### config.mk
export PLATFORM = sky130hd
export DESIGN_NAME = data_ctrl
export DESIGN_NICKNAME = d
export VERILOG_FILES = /design/src/rtl/data_ctrl_pkg.sv /design/src/rtl/data_ctrl_extend.sv /design/src/rtl/data_ctrl.sv
export SDC_FILE = /design/constraint.sdc
export NUM_CORES = 1
export LEC_CHECK = 0
export BUFFER_PORTS_ARGS = -buffer_cell sky130_fd_sc_hd__buf_2
export CELL_PAD_IN_SITES_DETAIL_PLACEMENT = 1
export CELL_PAD_IN_SITES_GLOBAL_PLACEMENT = 2
export CORE_UTILIZATION = 40
export CTS_CLUSTER_DIAMETER = 30
export CTS_CLUSTER_SIZE = 10
export DETAILED_ROUTE_END_ITERATION = 10
export PLACE_DENSITY = 0.95
export RECOVER_POWER = 100
export SLEW_MARGIN = 40
export SYNTH_ARGS = -nofsm -noshare
export SYNTH_HDL_FRONTEND = slang
export SYNTH_SLANG_ARGS = --single-unit
### constraint.sdc
create_clock -name clk_in -period 21.3 [get_ports clk_in]
set_input_delay 0 -clock clk_in [delete_from_list [all_inputs] [get_ports clk_in]]
set_output_delay 0 -clock clk_in [all_outputs]
set_load 0.02 [all_outputs]
### src/rtl/data_ctrl_pkg.sv
// data_ctrl_pkg
//   Constants and types shared by the data-memory controller and its
//   extension sub-module.
//   - Width codes (one-hot), matching the encoding used by the load buffer.
//   - Controller state encoding.
//   - width_bytes(): maps a width code to its byte count (illegal -> 1).
package data_ctrl_pkg;

  localparam logic [2:0] W_BYTE = 3'b001;
  localparam logic [2:0] W_HALF = 3'b010;
  localparam logic [2:0] W_WORD = 3'b100;

  typedef enum logic [1:0] {
    ST_IDLE  = 2'd0,
    ST_READ  = 2'd1,
    ST_WRITE = 2'd2
  } state_e;

  // Byte count for a width code; anything that is not half or word is a byte.
  function automatic logic [2:0] width_bytes(input logic [2:0] width);
    logic [2:0] n;
    case (width)
      W_HALF:  n = 3'd2;
      W_WORD:  n = 3'd4;
      default: n = 3'd1;
    endcase
    return n;
  endfunction

endpackage

### src/rtl/data_ctrl_extend.sv
// data_ctrl_extend
//   Combinational zero/sign extension of an assembled little-endian load.
//   Ports:
//     bytes_i  [DATA_WIDTH]  assembled bytes, byte 0 in bits [7:0]
//     width_i  [3]           width code (001 byte, 010 half, 100 word;
//                            any other code behaves as byte)
//     sgn_i    [1]           1 = sign-extend, 0 = zero-fill (ignored for word)
//     data_o   [DATA_WIDTH]  extended result
module data_ctrl_extend
  import data_ctrl_pkg::*;
#(
  parameter int DATA_WIDTH = 32
) (
  input  logic [DATA_WIDTH-1:0] bytes_i,
  input  logic [2:0]            width_i,
  input  logic                  sgn_i,
  output logic [DATA_WIDTH-1:0] data_o
);

  // Replicate the top valid bit (or zero) above the loaded bytes.
  always_comb begin
    data_o = '0;
    case (width_i)
      W_HALF:  data_o = {{(DATA_WIDTH-16){sgn_i & bytes_i[15]}}, bytes_i[15:0]};
      W_WORD:  data_o = bytes_i;
      default: data_o = {{(DATA_WIDTH-8){sgn_i & bytes_i[7]}}, bytes_i[7:0]};
    endcase
  end

endmodule

### src/rtl/data_ctrl.sv
// data_ctrl
//   Data-memory controller between the load/store buffers and a single
//   8-bit RAM port. Each request is serialised into little-endian byte
//   accesses; stores take priority over loads because they are committed.
//   Ports:
//     clk_in, rst_in (async, active-high), rdy_in (global enable)
//     rob_datactrl_rst_in          flush: drops pending/in-flight loads
//     lbuffer_datactrl_*_in        load request (en, addr, width, sgn)
//     datactrl_lbuffer_en_out/data_out   load-done pulse and extended data
//     sbuffer_datactrl_*_in        store request (en, addr, width, data)
//     datactrl_sbuffer_en_out      store-done pulse
//     mem_din_in / mem_dout_out / mem_a_out / mem_wr_out   RAM port
//   RAM read data for the address driven in cycle c arrives in cycle c+1.
module data_ctrl
  import data_ctrl_pkg::*;
#(
  parameter int ADDR_WIDTH = 32,
  parameter int DATA_WIDTH = 32
) (
  input  logic                  clk_in,
  input  logic                  rst_in,
  input  logic                  rdy_in,
  input  logic                  rob_datactrl_rst_in,
  input  logic                  lbuffer_datactrl_en_in,
  input  logic [ADDR_WIDTH-1:0] lbuffer_datactrl_addr_in,
  input  logic [2:0]            lbuffer_datactrl_width_in,
  input  logic                  lbuffer_datactrl_sgn_in,
  output logic                  datactrl_lbuffer_en_out,
  output logic [DATA_WIDTH-1:0] datactrl_lbuffer_data_out,
  input  logic                  sbuffer_datactrl_en_in,
  input  logic [ADDR_WIDTH-1:0] sbuffer_datactrl_addr_in,
  input  logic [2:0]            sbuffer_datactrl_width_in,
  input  logic [DATA_WIDTH-1:0] sbuffer_datactrl_data_in,
  output logic                  datactrl_sbuffer_en_out,
  input  logic [7:0]            mem_din_in,
  output logic [7:0]            mem_dout_out,
  output logic [ADDR_WIDTH-1:0] mem_a_out,
  output logic                  mem_wr_out
);

  // Controller state
  state_e                state_q, state_d;
  logic [2:0]            cnt_q, cnt_d;
  logic [2:0]            nbytes_q, nbytes_d;
  logic [2:0]            width_q, width_d;
  logic                  sgn_q, sgn_d;
  logic [DATA_WIDTH-1:0] wdata_q, wdata_d;
  logic [DATA_WIDTH-1:0] asm_q, asm_d;

  // Output registers
  logic [ADDR_WIDTH-1:0] mem_a_q, mem_a_d;
  logic [7:0]            mem_dout_q, mem_dout_d;
  logic                  mem_wr_q, mem_wr_d;
  logic                  ld_en_q, ld_en_d;
  logic [DATA_WIDTH-1:0] ld_data_q, ld_data_d;
  logic                  st_en_q, st_en_d;

  // Pending request latches
  logic                  ld_full_q, ld_full_d;
  logic [ADDR_WIDTH-1:0] ld_addr_q, ld_addr_d;
  logic [2:0]            ld_width_q, ld_width_d;
  logic                  ld_sgn_q, ld_sgn_d;
  logic                  st_full_q, st_full_d;
  logic [ADDR_WIDTH-1:0] st_addr_q, st_addr_d;
  logic [2:0]            st_width_q, st_width_d;
  logic [DATA_WIDTH-1:0] st_data_q, st_data_d;

  // Combinational helpers
  logic [DATA_WIDTH-1:0] asm_full_s;
  logic [DATA_WIDTH-1:0] ext_s;
  logic [7:0]            next_wbyte_s;

  // A same-cycle strobe is as good as a full latch (the latch is empty then).
  logic                  st_avail_s;
  logic [ADDR_WIDTH-1:0] st_addr_s;
  logic [2:0]            st_width_s;
  logic [DATA_WIDTH-1:0] st_data_s;
  logic                  ld_avail_s;
  logic [ADDR_WIDTH-1:0] ld_addr_s;
  logic [2:0]            ld_width_s;
  logic                  ld_sgn_s;

  assign st_avail_s = st_full_q | sbuffer_datactrl_en_in;
  assign st_addr_s  = sbuffer_datactrl_en_in ? sbuffer_datactrl_addr_in  : st_addr_q;
  assign st_width_s = sbuffer_datactrl_en_in ? sbuffer_datactrl_width_in : st_width_q;
  assign st_data_s  = sbuffer_datactrl_en_in ? sbuffer_datactrl_data_in  : st_data_q;
  assign ld_avail_s = ~rob_datactrl_rst_in & (ld_full_q | lbuffer_datactrl_en_in);
  assign ld_addr_s  = lbuffer_datactrl_en_in ? lbuffer_datactrl_addr_in  : ld_addr_q;
  assign ld_width_s = lbuffer_datactrl_en_in ? lbuffer_datactrl_width_in : ld_width_q;
  assign ld_sgn_s   = lbuffer_datactrl_en_in ? lbuffer_datactrl_sgn_in   : ld_sgn_q;

  // Merge the byte on mem_din_in into the assembly: with counter value c,
  // the byte on the bus is byte c-1 (address driven two edges earlier).
  always_comb begin
    asm_full_s = asm_q;
    case (cnt_q)
      3'd1:    asm_full_s[7:0]   = mem_din_in;
      3'd2:    asm_full_s[15:8]  = mem_din_in;
      3'd3:    asm_full_s[23:16] = mem_din_in;
      3'd4:    asm_full_s[31:24] = mem_din_in;
      default: asm_full_s = asm_q;
    endcase
  end

  // Store byte for the next write beat (byte index cnt+1).
  always_comb begin
    next_wbyte_s = wdata_q[7:0];
    case (cnt_q)
      3'd0:    next_wbyte_s = wdata_q[15:8];
      3'd1:    next_wbyte_s = wdata_q[23:16];
      3'd2:    next_wbyte_s = wdata_q[31:24];
      default: next_wbyte_s = wdata_q[7:0];
    endcase
  end

  data_ctrl_extend #(
    .DATA_WIDTH(DATA_WIDTH)
  ) u_extend (
    .bytes_i (asm_full_s),
    .width_i (width_q),
    .sgn_i   (sgn_q),
    .data_o  (ext_s)
  );

  // Next-state logic: latch capture, request selection and byte sequencing.
  always_comb begin
    state_d    = state_q;
    cnt_d      = cnt_q;
    nbytes_d   = nbytes_q;
    width_d    = width_q;
    sgn_d      = sgn_q;
    wdata_d    = wdata_q;
    asm_d      = asm_q;
    mem_a_d    = mem_a_q;
    mem_dout_d = mem_dout_q;
    mem_wr_d   = mem_wr_q;
    ld_en_d    = 1'b0;
    ld_data_d  = ld_data_q;
    st_en_d    = 1'b0;
    ld_full_d  = ld_full_q;
    ld_addr_d  = ld_addr_q;
    ld_width_d = ld_width_q;
    ld_sgn_d   = ld_sgn_q;
    st_full_d  = st_full_q;
    st_addr_d  = st_addr_q;
    st_width_d = st_width_q;
    st_data_d  = st_data_q;

    if (lbuffer_datactrl_en_in) begin
      ld_full_d  = 1'b1;
      ld_addr_d  = lbuffer_datactrl_addr_in;
      ld_width_d = lbuffer_datactrl_width_in;
      ld_sgn_d   = lbuffer_datactrl_sgn_in;
    end
    // A flush also discards a load strobe arriving in the same cycle.
    if (rob_datactrl_rst_in) begin
      ld_full_d = 1'b0;
    end
    if (sbuffer_datactrl_en_in) begin
      st_full_d  = 1'b1;
      st_addr_d  = sbuffer_datactrl_addr_in;
      st_width_d = sbuffer_datactrl_width_in;
      st_data_d  = sbuffer_datactrl_data_in;
    end

    case (state_q)
      ST_IDLE: begin
        if (st_avail_s) begin
          state_d    = ST_WRITE;
          st_full_d  = 1'b0;
          cnt_d      = 3'd0;
          nbytes_d   = width_bytes(st_width_s);
          wdata_d    = st_data_s;
          mem_a_d    = st_addr_s;
          mem_dout_d = st_data_s[7:0];
          mem_wr_d   = 1'b1;
        end else if (ld_avail_s) begin
          state_d   = ST_READ;
          ld_full_d = 1'b0;
          cnt_d     = 3'd0;
          nbytes_d  = width_bytes(ld_width_s);
          width_d   = ld_width_s;
          sgn_d     = ld_sgn_s;
          asm_d     = '0;
          mem_a_d   = ld_addr_s;
          mem_wr_d  = 1'b0;
        end else begin
          state_d = ST_IDLE;
        end
      end

      ST_READ: begin
        if (rob_datactrl_rst_in) begin
          state_d = ST_IDLE;
        end else begin
          cnt_d = cnt_q + 3'd1;
          asm_d = asm_full_s;
          if (cnt_q == nbytes_q) begin
            // Last byte is on the bus now: extend straight from the merge.
            ld_en_d   = 1'b1;
            ld_data_d = ext_s;
            state_d   = ST_IDLE;
          end else if ((cnt_q + 3'd1) < nbytes_q) begin
            mem_a_d = mem_a_q + ADDR_WIDTH'(1);
          end else begin
            mem_a_d = mem_a_q;
          end
        end
      end

      ST_WRITE: begin
        if ((cnt_q + 3'd1) == nbytes_q) begin
          st_en_d  = 1'b1;
          mem_wr_d = 1'b0;
          state_d  = ST_IDLE;
        end else begin
          cnt_d      = cnt_q + 3'd1;
          mem_a_d    = mem_a_q + ADDR_WIDTH'(1);
          mem_dout_d = next_wbyte_s;
          mem_wr_d   = 1'b1;
        end
      end

      default: begin
        state_d  = ST_IDLE;
        mem_wr_d = 1'b0;
      end
    endcase
  end

  // State, latch and output registers; rdy_in low freezes everything.
  always_ff @(posedge clk_in or posedge rst_in) begin
    if (rst_in) begin
      state_q    <= ST_IDLE;
      cnt_q      <= 3'd0;
      nbytes_q   <= 3'd0;
      width_q    <= 3'd0;
      sgn_q      <= 1'b0;
      wdata_q    <= '0;
      asm_q      <= '0;
      mem_a_q    <= '0;
      mem_dout_q <= 8'd0;
      mem_wr_q   <= 1'b0;
      ld_en_q    <= 1'b0;
      ld_data_q  <= '0;
      st_en_q    <= 1'b0;
      ld_full_q  <= 1'b0;
      ld_addr_q  <= '0;
      ld_width_q <= 3'd0;
      ld_sgn_q   <= 1'b0;
      st_full_q  <= 1'b0;
      st_addr_q  <= '0;
      st_width_q <= 3'd0;
      st_data_q  <= '0;
    end else if (rdy_in) begin
      state_q    <= state_d;
      cnt_q      <= cnt_d;
      nbytes_q   <= nbytes_d;
      width_q    <= width_d;
      sgn_q      <= sgn_d;
      wdata_q    <= wdata_d;
      asm_q      <= asm_d;
      mem_a_q    <= mem_a_d;
      mem_dout_q <= mem_dout_d;
      mem_wr_q   <= mem_wr_d;
      ld_en_q    <= ld_en_d;
      ld_data_q  <= ld_data_d;
      st_en_q    <= st_en_d;
      ld_full_q  <= ld_full_d;
      ld_addr_q  <= ld_addr_d;
      ld_width_q <= ld_width_d;
      ld_sgn_q   <= ld_sgn_d;
      st_full_q  <= st_full_d;
      st_addr_q  <= st_addr_d;
      st_width_q <= st_width_d;
      st_data_q  <= st_data_d;
    end
  end

  assign datactrl_lbuffer_en_out   = ld_en_q;
  assign datactrl_lbuffer_data_out = ld_data_q;
  assign datactrl_sbuffer_en_out   = st_en_q;
  assign mem_a_out                 = mem_a_q;
  assign mem_dout_out              = mem_dout_q;
  assign mem_wr_out                = mem_wr_q;

endmodule

==> metrics.csv <==
metric,value,unit
failing checks,"max-capacitance violations, max-slew violations",
"commonest cells after routing, fill and taps aside","dfrtp_1 (256), nand2_1 (119), nor2_1 (117)",
total number of vias,11300,
Die Span X,181,um
Yosys reg bits,256,
total CTS buffers,67,
DRT met1 WL,19000,um
clock skew,29.9,ps
WHS,61.6,ps
period utilisation layout,35.7,%
first-pass GRT wire length,69200,um
htree depth,3,
total power,0.00249,W
vias in the first global route,12100,
Post-synth ARST share,100,%
met2 wire length,21300,um
Final setup viols,0,
DP Cell Count,1741,
setup TNS,0,ps
MaxCap Viol Count,11,
antenna violations before repair,4,
Tot GR Track Use,27.1,%
die area,32700,um^2
met3 WL post-DR,2680,um
status,finished with violations,
CP peak stage delay,3460,ps
Least-Margin Pin Slew,5370,ps
I/O pin cnt,192,
final HPWL from detailed placement,26500,um
Syn Area/Cell,10.5,um^2
Fmax,0.132,GHz
I/O Buffers,191,
HP Class,primary input to flip-flop,
final instance count without filler cells,1977,
highest routed layer,met4,
top cell type's share of synthesized area,50.0,%
Mapped Cells,1218,
die extent in y,181,um
largest net degree at the start of global routing,115,
root buf cell,clkbuf_16,
Synth Net Count,1348,
synthesized area,12800,um^2
Peak VDD IR,0.0726,mV
Starting DRT DRC Count,846,
TritonCTS clock tree,yes,
Initial DRT Pass Iterations,5,
Critical Path AT,7140,ps
power per cell area,144,nW/um^2
CORE AREA,31600,um^2
"Top cell by count, worst path",clkbuf_1,
sequential element share of the synthesized area,50.0,%
CP max FO,114,
Starting Density,40.6,%
Clock Pin Slew Worst Setup and Hold Paths,40,ps
DRC Markers,0,
worst endpoint required time,20840,ps
Synth area leaders,"dfrtp_1 (50%), mux2_2 (9.7%), mux2i_1 (8.3%)",
Layout Nets,1654,
Final Hold Vio Count,0,
Clock Sinks,256,
"most common cell after layout, fill and taps aside",dfrtp_1,
gpl congestion,0.869,
Post-synth top flop,dfrtp_1,
Worst-Skew Late Latency,560,ps
Vias/cell,5.71,
CP Launch Type,primary input,
number of flops mapped to enable cells by yosys,0,
Routed WL,44200,um
routed length per instance,22.4,um
Final min period,7600,ps
RSZ-0062 raised after global routing,no,
endpoint kind of the worst setup timing path,asynchronous set/reset pin,
synthesis-to-finish area growth,35.2,%
slowest CP cell,clkbuf_1,
slew margin rel.,-260,%
post-layout util,54.9,%
Synth area leader,dfrtp_1,
layout cells sized above 1,22.4,%
Lkg Pwr,7.70,nW
Unique masters post-synth,75,
# fillers,3424,
# rows,65,
Slew Limit Fails,587,
gr ovfl total,0,
YS warnings,0,
CTS max path bufs,3,
Setup Crit Path Kind,primary input to asynchronous set/reset pin,
crit-path cells,dlygate4sd3_1 > clkbuf_1 > clkinvlp_2 > clkbuf_1,
Routed Antenna Nets,0,
postcts setup bufs,0,
stage by stage:
step / worst slack [ps] / instance area, um^2
3_3_place_gp: 17560 / 14000
5_1_grt: 12290 / 17300
4_1_cts: 17640 / 17500
6_report: 13700 / 17300
2_1_floorplan: 14260 / 12800
3_5_place_dp: 17750 / 14100
cell families (layout without fill, tap and decap cells):
| kind of cell | Yosys count | after routing | synth area share [%] |
|---|---|---|---|
| buffers and inverters | 100 | 454 | 3.31 |
| DFF | 256 | 256 | 50.0 |
| and+or+nand+nor | 334 | 334 | 12.0 |
| AOI/OAI and AO/OA | 295 | 295 | 15.1 |
| adders and majority gates | 13 | 13 | 1.27 |
| muxes | 216 | 216 | 18.0 |
| xor gates and xnor gates | 4 | 4 | 0.274 |
| other | 0 | 3 | 0 |
flip-flops by register name, indices dropped and copies added (netlist names), 2 cells and up:
signal	flops
ld_width_q	3
state_q	2
datactrl_lbuffer_data_out	32
wdata_q	32
mem_dout_out	8
st_width_q	3
asm_q	32
st_addr_q	32
cnt_q	3
mem_a_out	32
ld_addr_q	32
width_q	3
st_data_q	32
nbytes_q	3
worst max-delay path, delay by kind of cell:
kind	cells	cell delay (ps)
buffers and inverters	4	7070
final cells by class:
cell class	count	area, um^2	share of cell area [%]
Antenna cell	3	7.51	0.0434
Clock buffer	88	1900	11.0
Clock inverter	29	387	2.23
Inverter	20	76.3	0.441
Multi-Input combinational cell	862	5960	34.4
Sequential cell	256	6410	37.0
Tap cell	402	503	2.91
Timing Repair Buffer	317	2080	12.0
timing repair:
item,CTS,global route
gates resized for setup,0,0
endpoints found under the hold margin,333,0
hold buffers,116,0
final timing paths:
kind	startpoint	to	slack, ps	cells after the start
setup / recovery	rst_in	cnt_q[0]	13700	4
hold / removal	sbuffer_datactrl_en_in	wdata_q[29]	60	3
setup reg to reg	st_full_q	mem_a_out[22]	15320	7
hold reg to reg	asm_q[29]	asm_q[29]	480	2
max in group clk_in	st_full_q	mem_a_out[22]	15320	7
min in group asynchronous	rst_in	ld_addr_q[24]	1650	3
Yosys cell counts (3+ instances only):
master,instances
dfrtp_1,256
nand2_1,118
nor2_1,116
mux2_2,110
mux2i_1,106
a21oi_1,77
o21ai_0,76
clkbuf_1,42
o31ai_1,29
o22a_1,24
nand3_1,19
buf_2,18
inv_1,18
nor3_1,18
o22ai_1,16
a211oi_1,15
buf_1,15
ha_1,13
nand4_1,13
a222oi_1,8
a22o_1,7
a31oi_1,7
and2_1,5
and4_1,5
nand2b_1,5
a21o_1,3
a22oi_1,3
and3_1,3
buf_4,3
nand2_2,3
nor3_2,3
nor3b_1,3
nor4_1,3
or3_1,3
or4_1,3
xor2_1,3
per-layer routing:
metal | vias up | track usage (%)
li1 | 5063 | -
met1 | 5742 | 35.2
met2 | 383 | 44.2
met3 | 94 | 5.93
met4 | 0 | 10.6
met5 | - | 0
where the power goes:
group	leakage, nW	internal [W]	switching, W
clock network	1.13	0.000696	0.000314
registers	3.18	0.000620	0.000143
logic	3.39	0.000258	0.000463
total	7.70	0.00157	0.000920
No activity file was read; power rests on OpenSTA's default activity.
